===== src/rtl/memory_arbiter_pkg.sv =====
// -----------------------------------------------------------------------------
// memory_arbiter_pkg
// Shared definitions for the two-requester memory arbiter:
//   - FSM state encoding (IDLE / START / WAIT_DONE / RELEASE)
//   - requester ID constants (INST = 0, DATA = 1)
//   - bus widths and the instruction-word select helper
// -----------------------------------------------------------------------------
package memory_arbiter_pkg;

   localparam int ADDR_W = 64;
   localparam int DATA_W = 64;
   localparam int BWE_W  = 8;
   localparam int INST_W = 32;

   typedef enum logic [1:0] {
      IDLE      = 2'd0,
      START     = 2'd1,
      WAIT_DONE = 2'd2,
      RELEASE   = 2'd3
   } state_t;

   // Requester IDs; also the encoding of the grant owner / last-grant flops.
   localparam logic INST = 1'b0;
   localparam logic DATA = 1'b1;

   // Picks the 32-bit instruction out of a 64-bit memory word using byte
   // address bit 2 (0 selects the low word, 1 the high word).
   function automatic logic [INST_W-1:0] select_inst_word(
      input logic [DATA_W-1:0] word,
      input logic              addr_bit2
   );
      logic [INST_W-1:0] sel;
      if (addr_bit2) begin
         sel = word[63:32];
      end else begin
         sel = word[31:0];
      end
      return sel;
   endfunction

endpackage : memory_arbiter_pkg


===== src/rtl/memory_arbiter_round_robin_grant.sv =====
// -----------------------------------------------------------------------------
// round_robin_grant
// Two-way round-robin grant selector (purely combinational).
// Ports:
//   inst_req    - armed instruction request
//   data_req    - armed data request
//   last_grant  - ID of the requester granted most recently
//   grant_valid - at least one request present
//   grant_id    - ID of the selected requester (INST / DATA)
// -----------------------------------------------------------------------------
module round_robin_grant
   import memory_arbiter_pkg::*;
(
   input  logic inst_req,
   input  logic data_req,
   input  logic last_grant,
   output logic grant_valid,
   output logic grant_id
);

   // Grant selection: on a tie the requester not granted last wins.
   always_comb begin
      grant_valid = inst_req | data_req;
      grant_id    = INST;
      if (inst_req && data_req) begin
         if (last_grant == INST) begin
            grant_id = DATA;
         end else begin
            grant_id = INST;
         end
      end else if (data_req) begin
         grant_id = DATA;
      end else begin
         grant_id = INST;
      end
   end

endmodule : round_robin_grant


===== src/rtl/memory_arbiter.sv =====
// -----------------------------------------------------------------------------
// memory_arbiter
// Shares one memory port between an instruction-fetch requester and a data
// requester. One access is in flight at a time; ties are broken round-robin.
// Ports:
//   clock, reset                    - clock, asynchronous active-low reset
//   inst_enable / inst_address      - fetch request and byte address
//   inst_busy / inst_read_data      - fetch in progress, fetched instruction
//   data_enable / data_address      - data request and byte address
//   data_byte_write_enable          - 0 = read, any bit set = write
//   data_write_data                 - store data
//   data_busy / data_read_data      - data access in progress, load data
//   mem_*                           - shared memory port
// -----------------------------------------------------------------------------
module memory_arbiter
   import memory_arbiter_pkg::*;
(
   input  logic              clock,
   input  logic              reset,
   input  logic              inst_enable,
   input  logic [ADDR_W-1:0] inst_address,
   output logic              inst_busy,
   output logic [INST_W-1:0] inst_read_data,
   input  logic              data_enable,
   input  logic [ADDR_W-1:0] data_address,
   input  logic [BWE_W-1:0]  data_byte_write_enable,
   input  logic [DATA_W-1:0] data_write_data,
   output logic              data_busy,
   output logic [DATA_W-1:0] data_read_data,
   output logic              mem_enable,
   output logic [ADDR_W-1:0] mem_address,
   output logic [BWE_W-1:0]  mem_byte_write_enable,
   output logic [DATA_W-1:0] mem_write_data,
   input  logic [DATA_W-1:0] mem_read_data,
   input  logic              mem_busy
);

   state_t            state_q, state_d;
   logic              owner_q, owner_d;
   logic              last_grant_q, last_grant_d;
   logic              inst_armed_q, inst_armed_d;
   logic              data_armed_q, data_armed_d;
   logic [ADDR_W-1:0] addr_q, addr_d;
   logic [BWE_W-1:0]  bwe_q, bwe_d;
   logic [DATA_W-1:0] wdata_q, wdata_d;
   logic [INST_W-1:0] inst_rdata_q, inst_rdata_d;
   logic [DATA_W-1:0] data_rdata_q, data_rdata_d;
   logic              inst_busy_q, inst_busy_d;
   logic              data_busy_q, data_busy_d;

   logic              inst_req_s;
   logic              data_req_s;
   logic              grant_valid_s;
   logic              grant_id_s;
   logic              grant_fire_s;
   logic              complete_s;
   logic              mem_active_s;

   // A request only competes while its requester is armed.
   assign inst_req_s = inst_enable & inst_armed_q;
   assign data_req_s = data_enable & data_armed_q;

   round_robin_grant u_grant (
      .inst_req    (inst_req_s),
      .data_req    (data_req_s),
      .last_grant  (last_grant_q),
      .grant_valid (grant_valid_s),
      .grant_id    (grant_id_s)
   );

   assign grant_fire_s = (state_q == IDLE) && grant_valid_s;
   assign complete_s   = (state_q == WAIT_DONE) && !mem_busy;

   // FSM state register.
   always_ff @(posedge clock or negedge reset) begin
      if (!reset) begin
         state_q <= IDLE;
      end else begin
         state_q <= state_d;
      end
   end

   // FSM next-state logic.
   always_comb begin
      state_d = state_q;
      case (state_q)
         IDLE: begin
            if (grant_valid_s) begin
               state_d = START;
            end else begin
               state_d = IDLE;
            end
         end
         START: begin
            if (mem_busy) begin
               state_d = WAIT_DONE;
            end else begin
               state_d = START;
            end
         end
         WAIT_DONE: begin
            if (!mem_busy) begin
               state_d = RELEASE;
            end else begin
               state_d = WAIT_DONE;
            end
         end
         RELEASE: begin
            state_d = IDLE;
         end
         default: begin
            state_d = IDLE;
         end
      endcase
   end

   // Datapath next-state: grant latching, read-data capture, busy and arming.
   always_comb begin
      owner_d      = owner_q;
      last_grant_d = last_grant_q;
      addr_d       = addr_q;
      bwe_d        = bwe_q;
      wdata_d      = wdata_q;
      inst_rdata_d = inst_rdata_q;
      data_rdata_d = data_rdata_q;
      inst_busy_d  = inst_busy_q;
      data_busy_d  = data_busy_q;

      if (grant_fire_s) begin
         owner_d      = grant_id_s;
         last_grant_d = grant_id_s;
         if (grant_id_s == DATA) begin
            addr_d      = data_address;
            bwe_d       = data_byte_write_enable;
            wdata_d     = data_write_data;
            data_busy_d = 1'b1;
         end else begin
            // Fetches are always reads.
            addr_d      = inst_address;
            bwe_d       = {BWE_W{1'b0}};
            wdata_d     = {DATA_W{1'b0}};
            inst_busy_d = 1'b1;
         end
      end else if (complete_s) begin
         if (owner_q == DATA) begin
            data_rdata_d = mem_read_data;
            data_busy_d  = 1'b0;
         end else begin
            // Word select is resolved now so the register stays valid after
            // the latched address is overwritten by a later grant.
            inst_rdata_d = select_inst_word(mem_read_data, addr_q[2]);
            inst_busy_d  = 1'b0;
         end
      end else begin
         owner_d = owner_q;
      end

      // Disarm at completion; re-arm only once the enable is seen low, so a
      // held enable cannot be granted a second time.
      if (complete_s && (owner_q == INST)) begin
         inst_armed_d = 1'b0;
      end else if (!inst_enable) begin
         inst_armed_d = 1'b1;
      end else begin
         inst_armed_d = inst_armed_q;
      end

      if (complete_s && (owner_q == DATA)) begin
         data_armed_d = 1'b0;
      end else if (!data_enable) begin
         data_armed_d = 1'b1;
      end else begin
         data_armed_d = data_armed_q;
      end
   end

   // Datapath registers; reset leaves both requesters armed with data preferred.
   always_ff @(posedge clock or negedge reset) begin
      if (!reset) begin
         owner_q      <= INST;
         last_grant_q <= INST;
         inst_armed_q <= 1'b1;
         data_armed_q <= 1'b1;
         addr_q       <= {ADDR_W{1'b0}};
         bwe_q        <= {BWE_W{1'b0}};
         wdata_q      <= {DATA_W{1'b0}};
         inst_rdata_q <= {INST_W{1'b0}};
         data_rdata_q <= {DATA_W{1'b0}};
         inst_busy_q  <= 1'b0;
         data_busy_q  <= 1'b0;
      end else begin
         owner_q      <= owner_d;
         last_grant_q <= last_grant_d;
         inst_armed_q <= inst_armed_d;
         data_armed_q <= data_armed_d;
         addr_q       <= addr_d;
         bwe_q        <= bwe_d;
         wdata_q      <= wdata_d;
         inst_rdata_q <= inst_rdata_d;
         data_rdata_q <= data_rdata_d;
         inst_busy_q  <= inst_busy_d;
         data_busy_q  <= data_busy_d;
      end
   end

   // FSM output decode: the memory port is driven only while an access is open.
   always_comb begin
      mem_active_s = (state_q == START) || (state_q == WAIT_DONE);
      if (mem_active_s) begin
         mem_enable            = 1'b1;
         mem_byte_write_enable = bwe_q;
      end else begin
         mem_enable            = 1'b0;
         mem_byte_write_enable = {BWE_W{1'b0}};
      end
   end

   assign mem_address    = addr_q;
   assign mem_write_data = wdata_q;
   assign inst_busy      = inst_busy_q;
   assign data_busy      = data_busy_q;
   assign inst_read_data = inst_rdata_q;
   assign data_read_data = data_rdata_q;

endmodule : memory_arbiter


===== config.mk =====
export PLATFORM = sky130hd
export DESIGN_NAME = memory_arbiter
export DESIGN_NICKNAME = d
export VERILOG_FILES = /design/src/rtl/memory_arbiter_pkg.sv /design/src/rtl/memory_arbiter_round_robin_grant.sv /design/src/rtl/memory_arbiter.sv
export SDC_FILE = /design/constraint.sdc
export NUM_CORES = 1
export LEC_CHECK = 0
export BUFFER_PORTS_ARGS = -buffer_cell sky130_fd_sc_hd__buf_2
export CAP_MARGIN = 30
export CORE_AREA = 5 5 192 194
export DETAILED_ROUTE_END_ITERATION = 10
export DIE_AREA = 0 0 197 199
export HOLD_SLACK_MARGIN = 0.08
export PLACE_DENSITY = 0.65
export SLEW_MARGIN = 30
export SYNTH_ARGS = -nofsm -noshare
export SYNTH_HDL_FRONTEND = slang
export SYNTH_SLANG_ARGS = --single-unit

===== constraint.sdc =====
create_clock -name clock -period 2.6 [get_ports clock]
set_input_delay 0.65 -clock clock [delete_from_list [all_inputs] [get_ports clock]]
set_output_delay 0.65 -clock clock [all_outputs]
set_load 0.005 [all_outputs]

; ---- Word-level counts from Yosys, hierarchy flattened
; Cells that the tools add are included.
[word_totals]
register_bits = 239
input_bits = 269
wordCells = 63
[classes]
n_reduce_logical = 14
eq_ne = 8
mux = 25
n_bitwise = 5
[op_table]
columns = operator, n
row1 = 64-bit 2-to-1 mux, 2
row2 = 32-bit 2-to-1 mux, 1
row3 = 1-bit 2-to-1 mux, 18
row4 = 8-bit 2-to-1 mux, 2
row5 = 3-bit AND reduction, 4
row6 = 2-bit one-hot mux with 4 select lines, 1
row7 = "2-bit by 1-bit inequality test with 1-bit output, second input constant", 3
row8 = 1-bit logical AND, 5
row9 = "2-bit == test, second input constant", 2
row10 = "2-bit inequality test, second input constant", 2
row11 = 2-bit nonzero test, 2
row12 = 1-bit bitwise AND, 2
row13 = "2-bit by 1-bit == test with 1-bit output, second input constant", 1
row14 = 2-bit zero test, 1
row15 = 2-bit 2-to-1 mux, 1
row16 = 1-bit NOT, 2
row17 = 1-bit zero test, 1
row18 = 1-bit logical OR, 1
row19 = 1-bit bitwise OR, 1

; ---- Longest topological paths before layout
; Gate-level depths: netlist (run 1).
[logic_depth]
ltp_word = 5
ltp_mapped = 8
ltp_nobuf = 5

; ---- Hierarchy
; Synthesis (run 1) repeated with hierarchy kept, for this count alone.
[hier_totals]
hier_cells = 916
hier_area_um2 = 10272.4
[by_module_without_submodules]
columns = module, cells_per_inst, seq_area_each_um2, n_inst, area_each_um2
row1 = memory_arbiter, 914, 5983.2, 1, 10258.6
row2 = round_robin_grant, 2, 0.0, 1, 13.8

; ---- Least setup slack after synthesis (run 1)
; Ideal clock, no wire load.
[synth_path]
path_kind = input port to flip-flop
startpoint = input port inst_enable
endpoint = register data_rdata_q[14], in the netlist data_read_data[14]
path_slack_ps = 725
t_arrival_ps = 1750
n_path_buf = 2
t_required_ps = 2475
setup_time_ps = 125
stages = 5
path_cell_list = a22o_2 a21oi_2 buf_4 buf_6 mux2_2
[synth_between]
elab_chain_cells = 5
[synth_rtl]
columns = element, line
row1 = from (decl), memory_arbiter.sv:20  ; input logic inst_enable,
row2 = 1-bit bitwise AND, memory_arbiter.sv:60  ; assign inst_req_s = inst_enable & inst_armed_q;
row3 = 1-bit bitwise OR, memory_arbiter_round_robin_grant.sv:23  ; grant_valid = inst_req | data_req;
row4 = 1-bit logical AND, memory_arbiter.sv:71  ; assign grant_fire_s = (state_q == IDLE) && grant_valid_s;
row5 = 1-bit NOT (no line), --
row6 = 3-bit AND reduction (no line), --
row7 = to (signal assigned), memory_arbiter.sv:188  ; data_rdata_q <= {DATA_W{1'b0}};
row8 = to (signal assigned), memory_arbiter.sv:200  ; data_rdata_q <= data_rdata_d;
row9 = to (decl), memory_arbiter.sv:47  ; logic [DATA_W-1:0] data_rdata_q, data_rdata_d;
; Every way passes these cells.
; A chain may end at the register's enable or synchronous reset.

; ---- Worst setup path after layout (run 1)
[layout_path]
startpoint = register state_q[0]
endpoint = output port mem_byte_write_enable[5]
[layout_between]
elab_chain_cells = 3
elab_cells_between_ends = 4
[layout_rtl]
columns = element, line
row1 = from (decl), memory_arbiter.sv:38  ; state_t state_q, state_d;
row2 = from (signal assigned), memory_arbiter.sv:79  ; state_q <= state_d;
row3 = 2-bit by 1-bit == test with 1-bit output / 2-bit == test (equally long branches), memory_arbiter.sv:208  ; mem_active_s = (state_q == START) || (state_q == WAIT_DONE);
row4 = 1-bit logical OR (*), memory_arbiter.sv:208
row5 = 8-bit 2-to-1 mux (*), memory_arbiter.sv:209  ; if (mem_active_s) begin
row6 = to (decl), memory_arbiter.sv:32  ; output logic [BWE_W-1:0] mem_byte_write_enable,
; Every way passes the cells marked *; elsewhere a longest branch is shown, timed or not.

==> metrics.cfg, run 1 <==
[job]
maxCapViolCount = 0

[final_layout]
drive_gt1_share_pct = 61.9
fin_nets = 1436
fin_cells = 1646
area_growth_syn_to_layout_pct = 40.7
final.fill_count = 3401

[synth]
synthDistinctLibCells = 27
synth.area.top_cells = dfrtp_1 60%, mux2_2 15%, a22o_1 6.4%
synth-main-ff-cell = dfrtp_1
synth_commonest_cells = 237 x dfrtp_1, 128 x mux2_2, 72 x a22o_1, 41 x and3_1, 39 x a221o_1
synth.yosys.seq_area_share_pct = 60.9
synthesis.instances = 667
postSynthRegisterBits = 239
synth_edf_count = 0
synthDominantAreaCellType = dfrtp_1
synthesis.area_per_instance_um2 = 14.7
netlist.area_leader.share_pct = 60.4
synth_area_um2 = 9820
synthesis.nets = 940
yosysMostFrequentCell = dfrtp_1
synth_async_sr_flop_share_pct = 100
ys.warnings.count = 0

[clock_network]
cts_root_buf = clkbuf_16
clock_net_sink_count = 239
ctsHtreeMaxLevel = 1
insertion_delay_ns = 0.52
cts_made_buffers = 25
cts_tree = yes
ctsLongestPathBuffers = 3
clk_pin_slew_worst_paths_ns = 0.06
cts.repair_timing.setup_buffer_count = 0

[sta]
fin_crit_sh_pct = 91.2
finalMaxSlewViolations = 0
grt_setup_unrepaired = false
tightest_slew_ns = 0.554
maxSlewHeadroom_pct = 63.1
timing.final.setup_violations = 0
max_freq_mhz = 422
timing_hold_violations_final = 0
finalWorstPathRequiredPeriod_ns = 2.37
fin_tns_setup_ns = 0
clock-skew-final_ns = 0.0174

[worst_setup_path]
worst-setup-path-type = reg2out
cp.required_ns = 1.95
critical_path.startpoint_type = register
critPathBufInv = 2
rrSetupSlack_ns = 0.56
worstPathCellList = inv_1, ha_2, and2_1, buf_2
worst_ep_arrival_time_ns = 1.72
setup.worst_path.end_class = output pin
delay_of_the_slowest_critical_path_stage_ns = 0.43
cpLargestDelayFamily = adder cells
reg2reg_to = inst_read_data[13]$_DFFE_PN0P_
critical_path.slowest_cell = ha_2
rr_worst_depth = 6
critical_path.reg2reg.startpoint = state_q[0]$_DFF_PN0_
cp_max_fo = 9
critical_path_cell_count = 4
worstSetupEndpoint = mem_byte_write_enable[5]
crit_path_start = state_q[0]$_DFF_PN0_

[run_status]
run_status = complete, no violations

[drt]
vias_per_cell = 4.72
remaining_routing_drc_violations = 0
detail_route.wirelength_um = 31200
vias = 7768
drt_iter0_drc = 360
antenna_violating_nets_post_route = 0
wl_per_cell_um = 18.9
first_pass_iters = 4

[power_and_ir_drop]
power.ir.vdd_worst_uv = 656
power_density_over_cell_area_nw_per_um2 = 1170
power_leakage_nw = 7.18

[global_route]
grt_antenna_before_repair = 3
grt_first_pass_wirelength_um = 47000
grt_usage_pct = 14.9
grt_max_degree = 66
first_global_vias = 8336
grt.overflow.total = 0

[floorplan]
row_count = 69
ioPinCount = 504
die_width_um = 197
design.core.area_um2 = 35100
die-area_um2 = 39200
die_h_um = 199
initial_utilization_pct = 28.0

[placement]
port-buffer-count = 503
globalplace.congestion = 0.793
place.detailed.instances = 1596
detailedPlacementHpwl_um = 23600

[min_path]
worstHoldPathType = in2reg

==> cells by family (layout without fill, tap and decap cells) <==
group | Yosys count | count (layout) | share of synthesized area (%)
AOI/OAI and AO/OA | 146 | 146 | 14.1
buffers and inverters | 64 | 578 | 4.04
and+or+nand+nor | 86 | 86 | 5.75
adders and majority gates | 4 | 4 | 0.510
muxes | 128 | 128 | 14.7
other | 0 | 4 | 0
DFF | 239 | 239 | 60.9
==> per-stage QoR <==
stage               hold slack, ns  instance area [um^2]  power, mW  utilization, %  setup slack (ns)
floorplan                    0.354                  9820       9.46               -             0.725
global placement             0.484                 12900       12.2            36.7             0.398
detailed placement           0.486                 12900       12.3            36.7             0.352
CTS                          0.288                 13800       16.5            39.4            0.0418
global route                 0.322                 13800       17.2            39.4            0.0945
finish                       0.327                 13800       16.2            39.4             0.230
==> worst min path at each step <==
stage / cells after the start / startpoint / end / slack, ns
finish: 2 / inst_enable / inst_armed_q$_DFFE_PN1P_ / 0.33
global route: 2 / inst_enable / inst_armed_q$_DFFE_PN1P_ / 0.32
CTS: 2 / inst_enable / inst_armed_q$_DFFE_PN1P_ / 0.29
detailed placement: 1 / mem_write_data[5]$_DFFE_PN0P_ / mem_write_data[5]$_DFFE_PN0P_ / 0.49
global placement: 1 / mem_write_data[35]$_DFFE_PN0P_ / mem_write_data[35]$_DFFE_PN0P_ / 0.48
floorplan: 0 / reset / async pin / 0.35
==> power breakdown <==
part / internal (mW) / total (mW) / switching (mW)
logic: 3.22 / 5.98 / 2.75
registers: 5.30 / 6.20 / 0.906
clock network: 2.57 / 4.05 / 1.49
==> worst reg2reg max path, stage by stage, from the launching register on <==
cell	delay (ns)
dfrtp_1	0.40
inv_1	0.12
ha_1	0.20
or3b_4	0.41
a21oi_4	0.15
buf_12	0.24
mux2_2	0.40
==> cell usage in the layout (no fill, tap or decap), drive strengths merged, types with 2 or more instances in the layout <==
cell,netlist,layout
bufinv,0,8
dfstp,2,2
nand2,4,4
o221a,25,25
inv,6,7
diode,0,4
and2,10,10
a21boi,2,2
nand3,2,2
clkbuf,12,29
and3,41,41
buf,46,526
mux2,128,128
a21oi,2,2
clkinv,0,6
a22o,73,73
ha,4,4
dfrtp,237,237
o21ai,3,3
nand3b,27,27
a221o,39,39
==> layer usage <==
metal	share of wire (%)	GRT usage [%]
met1	40	18.6
met2	49	25.5
met3	7.9	3.37
met4	3.1	5.62
met5	0	0
==> area by class of cell <==
cell class	count	area [um^2]	share of cell area [%]
flip-flops and latches	239	5980	43.3
multi-input cells	364	3460	25.0
repair buffers	527	2840	20.5
clock buffers	29	641	4.64
well taps	461	577	4.17
clock inverters	16	290	2.10
inverters	6	22.5	0.163
diodes	4	10.0	0.0724
==> flip-flops by register name, summed over array words and instances (netlist names), named ones only <==
register / cells
bwe_q: 8
mem_address: 64
data_armed_q: 1
last_grant_q: 1
data_busy: 1
state_q: 1
inst_armed_q: 1
inst_read_data: 32
inst_busy: 1
data_read_data: 64
mem_write_data: 64
==> timing repair <==
action / 4_1_cts / 5_1_grt
resized for setup: 0 / 1
hold buffers: 1 / 0
setup endpoints to repair: 0 / 1
hold endpoints to repair: 4 / 0
Note: power is estimated with default switching activity, not from simulation.
==> run 2, diff against run 1 <==
--- a/config.mk
+++ b/config.mk
@@ -12,6 +12,7 @@
 export DIE_AREA = 0 0 197 199
 export HOLD_SLACK_MARGIN = 0.08
 export PLACE_DENSITY = 0.65
+export RECOVER_POWER = 25
 export SLEW_MARGIN = 30
 export SYNTH_ARGS = -nofsm -noshare
 export SYNTH_HDL_FRONTEND = slang
==> metrics.cfg, run 2 (synthesized netlist as in run 1, its figures left out) <==
[drt]
vias = 7756
first_pass_iters = 4
remaining_routing_drc_violations = 0
wl_per_cell_um = 18.9
drt_iter0_drc = 364
vias_per_cell = 4.71
detail_route.wirelength_um = 31200
antenna_violating_nets_post_route = 0

[global_route]
grt_usage_pct = 14.9
grt.overflow.total = 0
grt_first_pass_wirelength_um = 47000
first_global_vias = 8336
grt_antenna_before_repair = 3
grt_max_degree = 66

[run_status]
failed_checks = capacitance limit, slew limit
run_status = finished, violations left

[worst_setup_path]
setup.worst_path.end_class = output pin
crit_path_start = state_q[0]$_DFF_PN0_
rrSetupSlack_ns = 0.54
worst_ep_arrival_time_ns = 1.73
delay_of_the_slowest_critical_path_stage_ns = 0.43
critical_path.slowest_cell = ha_2
rr_worst_depth = 6
cp_max_fo = 9
critical_path.startpoint_type = register
critical_path.reg2reg.startpoint = state_q[0]$_DFF_PN0_
worst-setup-path-type = reg2out
reg2reg_to = inst_read_data[13]$_DFFE_PN0P_
worstPathCellList = inv_1, ha_2, and2_1, buf_2
cp.required_ns = 1.95
worstSetupEndpoint = mem_byte_write_enable[5]

[sta]
maxSlewHeadroom_pct = -12.6
fin_tns_setup_ns = 0
max_freq_mhz = 421
timing_hold_violations_final = 0
finalHoldWorstSlack_ns = 0.328
finalMaxSlewViolations = 57
finalWorstPathRequiredPeriod_ns = 2.38
tightest_slew_ns = 1.69
grt_setup_unrepaired = false
fin_crit_sh_pct = 91.4
timing.final.setup_violations = 0
clock-skew-final_ns = 0.0172

[clock_network]
ctsHtreeMaxLevel = 1
insertion_delay_ns = 0.52
cts_root_buf = clkbuf_16
cts_tree = yes
cts.repair_timing.setup_buffer_count = 0
ctsLongestPathBuffers = 3
cts_made_buffers = 25
clock_net_sink_count = 239
clk_pin_slew_worst_paths_ns = 0.06

[final_layout]
most-common-layout-cells = 502 x buf_2, 237 x dfrtp_1, 128 x mux2_2
fin_cells = 1646
drive_gt1_share_pct = 61.8
layout_commonest_cell = buf_2
fin_nets = 1436
final.fill_count = 3402
area_growth_syn_to_layout_pct = 40.6
final_util_pct = 39.4

[placement]
globalplace.congestion = 0.793
port-buffer-count = 503
place.detailed.instances = 1596
detailedPlacementHpwl_um = 23600

[floorplan]
initial_utilization_pct = 28.0
design.core.area_um2 = 35100
die_width_um = 197
row_count = 69
die_h_um = 199
die-area_um2 = 39200
ioPinCount = 504

[min_path]
worst_hold_path_startpoint = inst_enable
worstHoldPathType = in2reg

[job]
maxCapViolCount = 1

[power_and_ir_drop]
power.ir.vdd_worst_uv = 670
power_leakage_nw = 7.17
power_density_over_cell_area_nw_per_um2 = 1180

==> run 2: cell types whose count changed in the layout (fill, tap and decap cells not counted) <==
| cell | change |
|---|---|
| buf_4 | -1 |
| buf_8 | -1 |
| clkbuf_2 | +2 |
| or3b_1 | +1 |
| or3b_4 | -1 |
==> run 2: worst min path at each step <==
stage,end,slack [ns],cells after the start
2_1_floorplan,async pin,0.35,0
3_3_place_gp,mem_write_data[35]$_DFFE_PN0P_,0.48,1
3_5_place_dp,mem_write_data[5]$_DFFE_PN0P_,0.49,1
4_1_cts,inst_armed_q$_DFFE_PN1P_,0.29,2
5_1_grt,inst_armed_q$_DFFE_PN1P_,0.32,2
6_report,inst_armed_q$_DFFE_PN1P_,0.33,2
==> run 2: through the flow <==
| stage | area, um^2 | setup WS, ns | total power [mW] |
|---|---|---|---|
| 3_5_place_dp | 12900 | 0.352 | 12.3 |
| 6_report | 13800 | 0.225 | 16.2 |
| 4_1_cts | 13800 | 0.0418 | 16.5 |
| 3_3_place_gp | 12900 | 0.398 | 12.2 |
| 5_1_grt | 13800 | 0.0487 | 17.2 |
| 2_1_floorplan | 9820 | 0.725 | 9.46 |
==> run 2: repair_timing <==
item                                   4_1_cts  5_1_grt
resized for setup                            0        1
endpoints found under the hold margin        4        0
hold buffers                                 1        0
setup endpoints to repair                    0        1
==> run 2: report_power, final <==
part           leakage, nW  internal (mW)  switching, mW  total, mW
clock                0.454           2.57           1.49       4.05
combinational         3.72           3.22           2.75       5.97
sequential            3.00           5.30          0.905       6.20
==> run 2: final cells by class <==
cell class / count / area (um^2) / share of cell area, %
Timing Repair Buffer: 527 / 2820 / 20.5
Antenna cell: 4 / 10.0 / 0.0725
Clock inverter: 16 / 290 / 2.10
Multi-Input combinational cell: 364 / 3460 / 25.0
Clock buffer: 29 / 641 / 4.64
Inverter: 6 / 22.5 / 0.163
Tap cell: 461 / 577 / 4.18
Sequential cell: 239 / 5980 / 43.4
==> run 2: routing by layer <==
metal | up-vias | routed length (um) | track usage, % | share of wire, %
met3 | 59 | 2450 | 3.37 | 7.8
met5 | - | 0 | 0 | 0
met4 | 0 | 976 | 5.62 | 3.1
met1 | 3780 | 12400 | 18.6 | 40
li1 | 3536 | - | - | -
met2 | 381 | 15300 | 25.5 | 49
==> run 2: critical path: cells and delay by family, from the launching register on <==
| kind | cells | cell delay [ns] |
|---|---|---|
| and+or+nand+nor | 1 | 0.18 |
| adders and majority gates | 1 | 0.43 |
| buffers and inverters | 2 | 0.21 |
| DFF | 1 | 0.38 |
